==> src/rtl/io_stimulus_player_if.sv <==
// Bus bundle for io_stimulus_player: schedule programming, playback pins and capture readback.
// The master side is the bench or debug host; the slave side is the player itself.
interface io_stimulus_player_if #(
    parameter int DATA_W  = 16,
    parameter int DEPTH   = 16,
    parameter int DELAY_W = 16,
    parameter int IRQW    = 4
);
    localparam int AW = $clog2(DEPTH);

    logic               prog_we;
    logic [AW-1:0]      prog_addr;
    logic [DATA_W-1:0]  prog_value;
    logic [DELAY_W-1:0] prog_delay;
    logic [IRQW-1:0]    prog_irq_len;
    logic               prog_last;
    logic               start;
    logic               busy;
    logic               done;
    logic [DATA_W-1:0]  in_port;
    logic               interrupt;
    logic [DATA_W-1:0]  out_port;
    logic               log_rd;
    logic               log_valid;
    logic [DATA_W-1:0]  log_data;
    logic [DELAY_W-1:0] log_time;
    logic               log_overflow;

    modport master (
        output prog_we, prog_addr, prog_value, prog_delay, prog_irq_len, prog_last,
        output start, out_port, log_rd,
        input  busy, done, in_port, interrupt,
        input  log_valid, log_data, log_time, log_overflow
    );

    modport slave (
        input  prog_we, prog_addr, prog_value, prog_delay, prog_irq_len, prog_last,
        input  start, out_port, log_rd,
        output busy, done, in_port, interrupt,
        output log_valid, log_data, log_time, log_overflow
    );
endinterface

==> src/rtl/io_stimulus_player.sv <==
// Table-driven stimulus player: replays in_port values and interrupt pulses at programmed offsets.
// Define STIM_LOG_EN to build the timestamped out_port capture FIFO; otherwise the log outputs are tied to 0.
module io_stimulus_player #(
    parameter int DATA_W    = 16,
    parameter int DEPTH     = 16,
    parameter int DELAY_W   = 16,
    parameter int IRQW      = 4,
    parameter int LOG_DEPTH = 8
) (
    input  logic                    clk,
    input  logic                    reset,
    io_stimulus_player_if.slave     bus,
    output logic [1:0]              o_dbg_state
);
    localparam int AW = $clog2(DEPTH);
    localparam logic [AW-1:0] LAST_PTR = AW'(DEPTH - 1);

    typedef enum logic [1:0] {
        S_IDLE  = 2'd0,
        S_WAIT  = 2'd1,
        S_APPLY = 2'd2
    } state_t;

    state_t             r_state;
    state_t             w_state_next;
    logic               w_start_acc;
    logic               w_apply;
    logic               w_finish;
    logic [AW-1:0]      w_ptr_inc;

    logic [AW-1:0]      r_ptr;
    logic [DELAY_W-1:0] r_cnt;
    logic               r_busy;
    logic               r_done;
    logic [DATA_W-1:0]  r_in_port;
    logic               r_irq;
    logic [IRQW-1:0]    r_irq_cnt;

    logic [DATA_W-1:0]  r_mem_value [DEPTH];
    logic [DELAY_W-1:0] r_mem_delay [DEPTH];
    logic [IRQW-1:0]    r_mem_irq   [DEPTH];
    logic               r_mem_last  [DEPTH];

    assign w_ptr_inc = r_ptr + 1'b1;

    always_comb begin
        w_state_next = r_state;
        w_start_acc  = 1'b0;
        w_apply      = 1'b0;
        w_finish     = 1'b0;
        case (r_state)
            S_IDLE: begin
                if (bus.start) begin
                    w_start_acc  = 1'b1;
                    w_state_next = S_WAIT;
                end
            end
            S_WAIT: begin
                if (r_cnt == '0) w_state_next = S_APPLY;
            end
            S_APPLY: begin
                w_apply = 1'b1;
                // The pointer never wraps: the final slot ends playback even without a last mark.
                if (r_mem_last[r_ptr] || (r_ptr == LAST_PTR)) begin
                    w_finish     = 1'b1;
                    w_state_next = S_IDLE;
                end else begin
                    w_state_next = S_WAIT;
                end
            end
            default: w_state_next = S_IDLE;
        endcase
    end

    always_ff @(posedge clk) begin
        if (!reset) begin
            r_state   <= S_IDLE;
            r_ptr     <= '0;
            r_cnt     <= '0;
            r_busy    <= 1'b0;
            r_done    <= 1'b0;
            r_in_port <= '0;
            r_irq     <= 1'b0;
            r_irq_cnt <= '0;
        end else begin
            r_state <= w_state_next;
            r_done  <= w_finish;
            if (w_start_acc) begin
                r_busy <= 1'b1;
                r_ptr  <= '0;
                r_cnt  <= r_mem_delay[0];
            end else if ((r_state == S_WAIT) && (r_cnt != '0)) begin
                r_cnt <= r_cnt - 1'b1;
            end
            if (w_apply) begin
                r_in_port <= r_mem_value[r_ptr];
                if (w_finish) begin
                    r_busy <= 1'b0;
                end else begin
                    r_ptr <= w_ptr_inc;
                    r_cnt <= r_mem_delay[w_ptr_inc];
                end
            end
            // A new pulse restarts the length counter, so overlapping pulses merge without a gap.
            if (w_apply && (r_mem_irq[r_ptr] != '0)) begin
                r_irq     <= 1'b1;
                r_irq_cnt <= r_mem_irq[r_ptr];
            end else if (r_irq_cnt != '0) begin
                r_irq_cnt <= r_irq_cnt - 1'b1;
                r_irq     <= (r_irq_cnt != IRQW'(1));
            end
        end
    end

    always_ff @(posedge clk) begin
        if (bus.prog_we && (r_state == S_IDLE)) begin
            r_mem_value[bus.prog_addr] <= bus.prog_value;
            r_mem_delay[bus.prog_addr] <= bus.prog_delay;
            r_mem_irq[bus.prog_addr]   <= bus.prog_irq_len;
            r_mem_last[bus.prog_addr]  <= bus.prog_last;
        end
    end

    assign bus.busy      = r_busy;
    assign bus.done      = r_done;
    assign bus.in_port   = r_in_port;
    assign bus.interrupt = r_irq;
    assign o_dbg_state   = r_state;

`ifdef STIM_LOG_EN
    localparam int LAW = $clog2(LOG_DEPTH);

    logic [DATA_W-1:0]  r_log_data [LOG_DEPTH];
    logic [DELAY_W-1:0] r_log_time [LOG_DEPTH];
    logic [LAW-1:0]     r_wptr;
    logic [LAW-1:0]     r_rptr;
    logic [LAW:0]       r_count;
    logic [DELAY_W-1:0] r_ts;
    logic [DATA_W-1:0]  r_prev_out;
    logic               r_cap_vld;
    logic [DATA_W-1:0]  r_cap_data;
    logic [DELAY_W-1:0] r_cap_time;
    logic               r_ovf;
    logic               w_log_run;
    logic               w_full;
    logic               w_empty;
    logic               w_pop;
    logic               w_push_ok;

    assign w_log_run = reset && !w_start_acc;
    assign w_full    = (r_count == (LAW + 1)'(LOG_DEPTH));
    assign w_empty   = (r_count == '0);
    assign w_pop     = w_log_run && bus.log_rd && !w_empty;
    // A full FIFO still accepts a push when the head is popped in the same cycle.
    assign w_push_ok = w_log_run && r_cap_vld && (!w_full || w_pop);

    always_ff @(posedge clk) begin
        if (!reset) begin
            r_wptr     <= '0;
            r_rptr     <= '0;
            r_count    <= '0;
            r_ts       <= '0;
            r_prev_out <= '0;
            r_cap_vld  <= 1'b0;
            r_cap_data <= '0;
            r_cap_time <= '0;
            r_ovf      <= 1'b0;
        end else if (w_start_acc) begin
            r_wptr     <= '0;
            r_rptr     <= '0;
            r_count    <= '0;
            r_ts       <= '0;
            r_prev_out <= bus.out_port;
            r_cap_vld  <= 1'b0;
            r_ovf      <= 1'b0;
        end else begin
            if (r_ts != '1) r_ts <= r_ts + 1'b1;
            r_prev_out <= bus.out_port;
            r_cap_vld  <= (r_busy || r_irq) && (bus.out_port != r_prev_out);
            r_cap_data <= bus.out_port;
            r_cap_time <= r_ts;
            if (w_pop) r_rptr <= r_rptr + 1'b1;
            if (w_push_ok) r_wptr <= r_wptr + 1'b1;
            if (r_cap_vld && !w_push_ok) r_ovf <= 1'b1;
            case ({w_push_ok, w_pop})
                2'b10:   r_count <= r_count + 1'b1;
                2'b01:   r_count <= r_count - 1'b1;
                default: r_count <= r_count;
            endcase
        end
    end

    always_ff @(posedge clk) begin
        if (w_push_ok) begin
            r_log_data[r_wptr] <= r_cap_data;
            r_log_time[r_wptr] <= r_cap_time;
        end
    end

    assign bus.log_valid    = !w_empty;
    assign bus.log_data     = w_empty ? '0 : r_log_data[r_rptr];
    assign bus.log_time     = w_empty ? '0 : r_log_time[r_rptr];
    assign bus.log_overflow = r_ovf;
`else
    logic w_unused;
    assign w_unused = ^{bus.out_port, bus.log_rd, LOG_DEPTH[0]};

    assign bus.log_valid    = 1'b0;
    assign bus.log_data     = '0;
    assign bus.log_time     = '0;
    assign bus.log_overflow = 1'b0;
`endif
endmodule

==> src/flat_wrapper.sv <==
// flat-port wrapper written by rule: the top's interface ports become plain ports
module io_stimulus_player_flat 
#(
    parameter int DATA_W    = 16,
    parameter int DEPTH     = 16,
    parameter int DELAY_W   = 16,
    parameter int IRQW      = 4,
    parameter int LOG_DEPTH = 8
)
  (clk, reset, o_dbg_state, bus_prog_we, bus_prog_addr, bus_prog_value, bus_prog_delay, bus_prog_irq_len, bus_prog_last, bus_start, bus_out_port, bus_log_rd, bus_busy, bus_done, bus_in_port, bus_interrupt, bus_log_valid, bus_log_data, bus_log_time, bus_log_overflow);
  io_stimulus_player_if #(.DATA_W(DATA_W), .DEPTH(DEPTH), .DELAY_W(DELAY_W), .IRQW(IRQW)) bus_i ();
  input  logic clk;
  input  logic reset;
  output logic [1:0] o_dbg_state;
  input wire logic [$bits(bus_i.prog_we)-1:0] bus_prog_we;
  input wire logic [$bits(bus_i.prog_addr)-1:0] bus_prog_addr;
  input wire logic [$bits(bus_i.prog_value)-1:0] bus_prog_value;
  input wire logic [$bits(bus_i.prog_delay)-1:0] bus_prog_delay;
  input wire logic [$bits(bus_i.prog_irq_len)-1:0] bus_prog_irq_len;
  input wire logic [$bits(bus_i.prog_last)-1:0] bus_prog_last;
  input wire logic [$bits(bus_i.start)-1:0] bus_start;
  input wire logic [$bits(bus_i.out_port)-1:0] bus_out_port;
  input wire logic [$bits(bus_i.log_rd)-1:0] bus_log_rd;
  output wire logic [$bits(bus_i.busy)-1:0] bus_busy;
  output wire logic [$bits(bus_i.done)-1:0] bus_done;
  output wire logic [$bits(bus_i.in_port)-1:0] bus_in_port;
  output wire logic [$bits(bus_i.interrupt)-1:0] bus_interrupt;
  output wire logic [$bits(bus_i.log_valid)-1:0] bus_log_valid;
  output wire logic [$bits(bus_i.log_data)-1:0] bus_log_data;
  output wire logic [$bits(bus_i.log_time)-1:0] bus_log_time;
  output wire logic [$bits(bus_i.log_overflow)-1:0] bus_log_overflow;
  assign bus_i.prog_we = bus_prog_we;
  assign bus_i.prog_addr = bus_prog_addr;
  assign bus_i.prog_value = bus_prog_value;
  assign bus_i.prog_delay = bus_prog_delay;
  assign bus_i.prog_irq_len = bus_prog_irq_len;
  assign bus_i.prog_last = bus_prog_last;
  assign bus_i.start = bus_start;
  assign bus_i.out_port = bus_out_port;
  assign bus_i.log_rd = bus_log_rd;
  assign bus_busy = bus_i.busy;
  assign bus_done = bus_i.done;
  assign bus_in_port = bus_i.in_port;
  assign bus_interrupt = bus_i.interrupt;
  assign bus_log_valid = bus_i.log_valid;
  assign bus_log_data = bus_i.log_data;
  assign bus_log_time = bus_i.log_time;
  assign bus_log_overflow = bus_i.log_overflow;
  io_stimulus_player #(.DATA_W(DATA_W), .DEPTH(DEPTH), .DELAY_W(DELAY_W), .IRQW(IRQW), .LOG_DEPTH(LOG_DEPTH)) u_core (.clk(clk), .reset(reset), .bus(bus_i), .o_dbg_state(o_dbg_state));
endmodule
==> config.mk <==
export PLATFORM = sky130hd
export DESIGN_NAME = io_stimulus_player_flat
export DESIGN_NICKNAME = d
export VERILOG_FILES = /design/src/rtl/io_stimulus_player_if.sv /design/src/rtl/io_stimulus_player.sv /design/src/flat_wrapper.sv
export SDC_FILE = /design/constraint.sdc
export NUM_CORES = 1
export LEC_CHECK = 0
export ABC_AREA = 1
export BUFFER_PORTS_ARGS = -buffer_cell sky130_fd_sc_hd__buf_2
export CAP_MARGIN = 20
export CORE_ASPECT_RATIO = 1.5
export CORE_MARGIN = 2
export CORE_UTILIZATION = 45
export DETAILED_ROUTE_END_ITERATION = 8
export PLACE_DENSITY = 0.68
export SYNTH_ARGS = -nofsm -noshare
export SYNTH_HDL_FRONTEND = slang
export SYNTH_SLANG_ARGS = --single-unit
export TNS_END_PERCENT = 50
==> constraint.sdc <==
create_clock -name clk -period 3.55 [get_ports clk]
set_clock_uncertainty 0.05 [all_clocks]
set_input_delay 0 -clock clk [delete_from_list [all_inputs] [get_ports clk]]
set_output_delay 0 -clock clk [all_outputs]
set_load 0.02 [all_outputs]
==> reports/metrics.yaml <==
timing:
  finalSetupViolCount: 0
  worst_pin_slew_ps: 1160
  clock.fmax_ghz: 0.342
  drv_slew: 0
  fin_hold_ws_ps: 99.9
  relSlewSlack: 0.229
  finalSetupTns_ps: 0
  hold_viol_final: 0
  fin_crit_sh: 0.823
  rsz0062_at_grt: "no"
  fin_crit_ps: 2920
logic_synthesis:
  yosysWarnings: 0
  yosysTopAreaCellShare: 0.683
  syn_area_sq_um: 26000
  synthTopCellsByArea: "edfxtp_1 68%, o21ai_0 6.2%, nor2_1 5.7%, dfxtp_1 3.5%, nand2_1 2.3%"
  ys.flop_type: "edfxtp_1"
  yosysSeqAreaShare: 0.718
  syn_area_per_cell_sq_um: 12.1
  yosysTopAreaCell: "edfxtp_1"
  syn_inst: 2150
  yosysUniqueCellTypes: 40
  synth_edf_count: 592
  async_reset_ff_frac: 0
  synth-seq-cells: 637
route:
  dr.pass1.iters: 7
  ant_nets: 0
  viasPerCell: 5.65
  drc: 0
  drtIter0Drc: 1699
  wl_per_cell_um: 21.3
  vias: 17200
  wirelength_um: 64600
cells_and_area:
  final_cell_mix: "592 x edfxtp_1, 380 x nor2_1, 322 x o21ai_0"
  nets: 2289
  final_util: 0.512
  layout-drive-gt1-share: 0.104
  num_antenna_cells: 0
  finalNonFillerCells: 3038
  final_common_cell: "edfxtp_1"
  area_growth_syn_to_layout_pct: 13.1
critical_path:
  cp.arrival_ps: 3400
  worstPathMaxFanout: 236
  worst_ep_required_time_ps: 4030
  worstSetupStartpointType: "register"
  end_kind: "register"
  crit_type: "reg -> reg"
pwr:
  p_leak_nw: 10.2
  power_density_nw_per_um2: 514
  p_total_mw: 15.1
  worst_ir_drop_vdd_uv: 375
clock_network:
  cts.clk_slew.worst_paths_ps: 70
  cts_buffer_depth: 3
  post_cts_resized: 0
  cts_root_buf: "clkbuf_16"
  cts.sinks: 637
  cts_made_buffers: 55
  cts_tree: "built"
  htree_num_levels: 2
  clkLatencyLatePin_ps: 590
floorplan:
  io_pins: 117
  die_y_um: 299
  die_w_um: 200
  core_sq_um: 57600
  start_util: 0.452
  die_area_sq_um: 59800
  num_rows: 108
global_route:
  grt_pass1_vias: 17300
  antenna_found_initial: 1
  grt_max_degree: 237
  grt_overflow_total: 0
  grt_pass1_wl_um: 97700
  grt_util_all_layers: 0.212
min_path:
  hp-class: "in -> reg"
flow_run:
  cap_violations: 0
placement:
  hpwl_um: 33600
  port_buffers: 65
  dpl.cell_count: 2895
  place_congestion: 0.864
outcome:
  status: "complete, no violations"
cells in the mapped netlist (28+ instances only):
cell type,instances
a21oi_1,28
buf_2,37
buf_4,47
clkbuf_1,67
dfxtp_1,45
edfxtp_1,592
inv_1,102
nand2_1,161
nand3_1,85
nor2_1,396
o211ai_1,59
o21ai_0,322
o21ai_1,41
o221ai_1,33
o22ai_1,51
power breakdown:
part / internal, mW / leakage (nW) / switching (mW)
clock network: 3.35 / 0.885 / 2.66
registers: 8.32 / 5.71 / 0.0599
logic: 0.233 / 3.56 / 0.509
layer usage:
layer  part of all wire  global-route usage
met1               0.38               0.252
met2               0.51               0.382
met3              0.066              0.0243
met4              0.045               0.105
met5            0.00017                   0
state kept, by name (all words and copies together) (netlist names):
| signal | flops |
|---|---|
| u_core.bus.done | 1 |
| u_core.bus.interrupt | 1 |
| u_core.r_cnt | 16 |
| u_core.r_mem_irq | 64 |
| u_core.o_dbg_state | 2 |
| u_core.r_irq_cnt | 4 |
| u_core.r_mem_value | 256 |
| u_core.bus.busy | 1 |
| u_core.bus.in_port | 16 |
| u_core.r_ptr | 4 |
| u_core.r_mem_last | 16 |
| u_core.r_mem_delay | 256 |
worst max-delay path, cell delays in order (launching register included):
cell and delay [ps]:
dfxtp_4 670, buf_12 640, o21ai_0 280, o21ai_0 240, o21ai_0 100, o22ai_1 300
o21ai_1 100, a21oi_1 130
area by class of cell:
type | instances | area [sq um]
fillers | 4816 | 28100
flip-flops and latches | 637 | 18700
multi-input cells | 1272 | 6300
clock buffers | 78 | 1550
repair buffers | 148 | 1280
well taps | 770 | 963
inverters | 107 | 407
clock inverters | 26 | 258
path summary, 6_finish.rpt:
| kind | slack (ps) | endpoint | depth (start not counted) | startpoint |
|---|---|---|---|---|
| worst max-delay path | 630 | u_core.r_cnt[15] | 7 | u_core.r_ptr[0] |
| worst min-delay path | 100 | u_core.r_mem_delay[13][15] | 3 | bus_prog_addr[2] |
| worst max register to register | 630 | u_core.r_cnt[15] | 7 | u_core.r_ptr[0] |
| worst min register to register | 450 | u_core.bus.in_port[11] | 2 | u_core.bus.in_port[11] |
per-stage QoR:
stage / setup slack [ps] / instance area (sq um)
after global routing: 429 / 29500
after global placement: 802 / 27200
final: 629 / 29500
after floorplan: 522 / 26200
after CTS: 707 / 29500
after detailed placement: 718 / 27200
logic make-up after synthesis:
family	share of synthesized area
adder cells (fa/ha/maj)	0.00288
multiplexers	0.00192
buffers and inverters	0.0505
XOR/XNOR	0.00466
flip-flops	0.718
AO/OA/AOI/OAI	0.119
AND/OR/NAND/NOR	0.103
other	0.000144
timing repair:
item	4_1_cts	5_1_grt
endpoints found under the hold margin	607	0
hold buffers	39	0
setup buffers	0	0
Note: power is estimated with default switching activity, not from simulation.
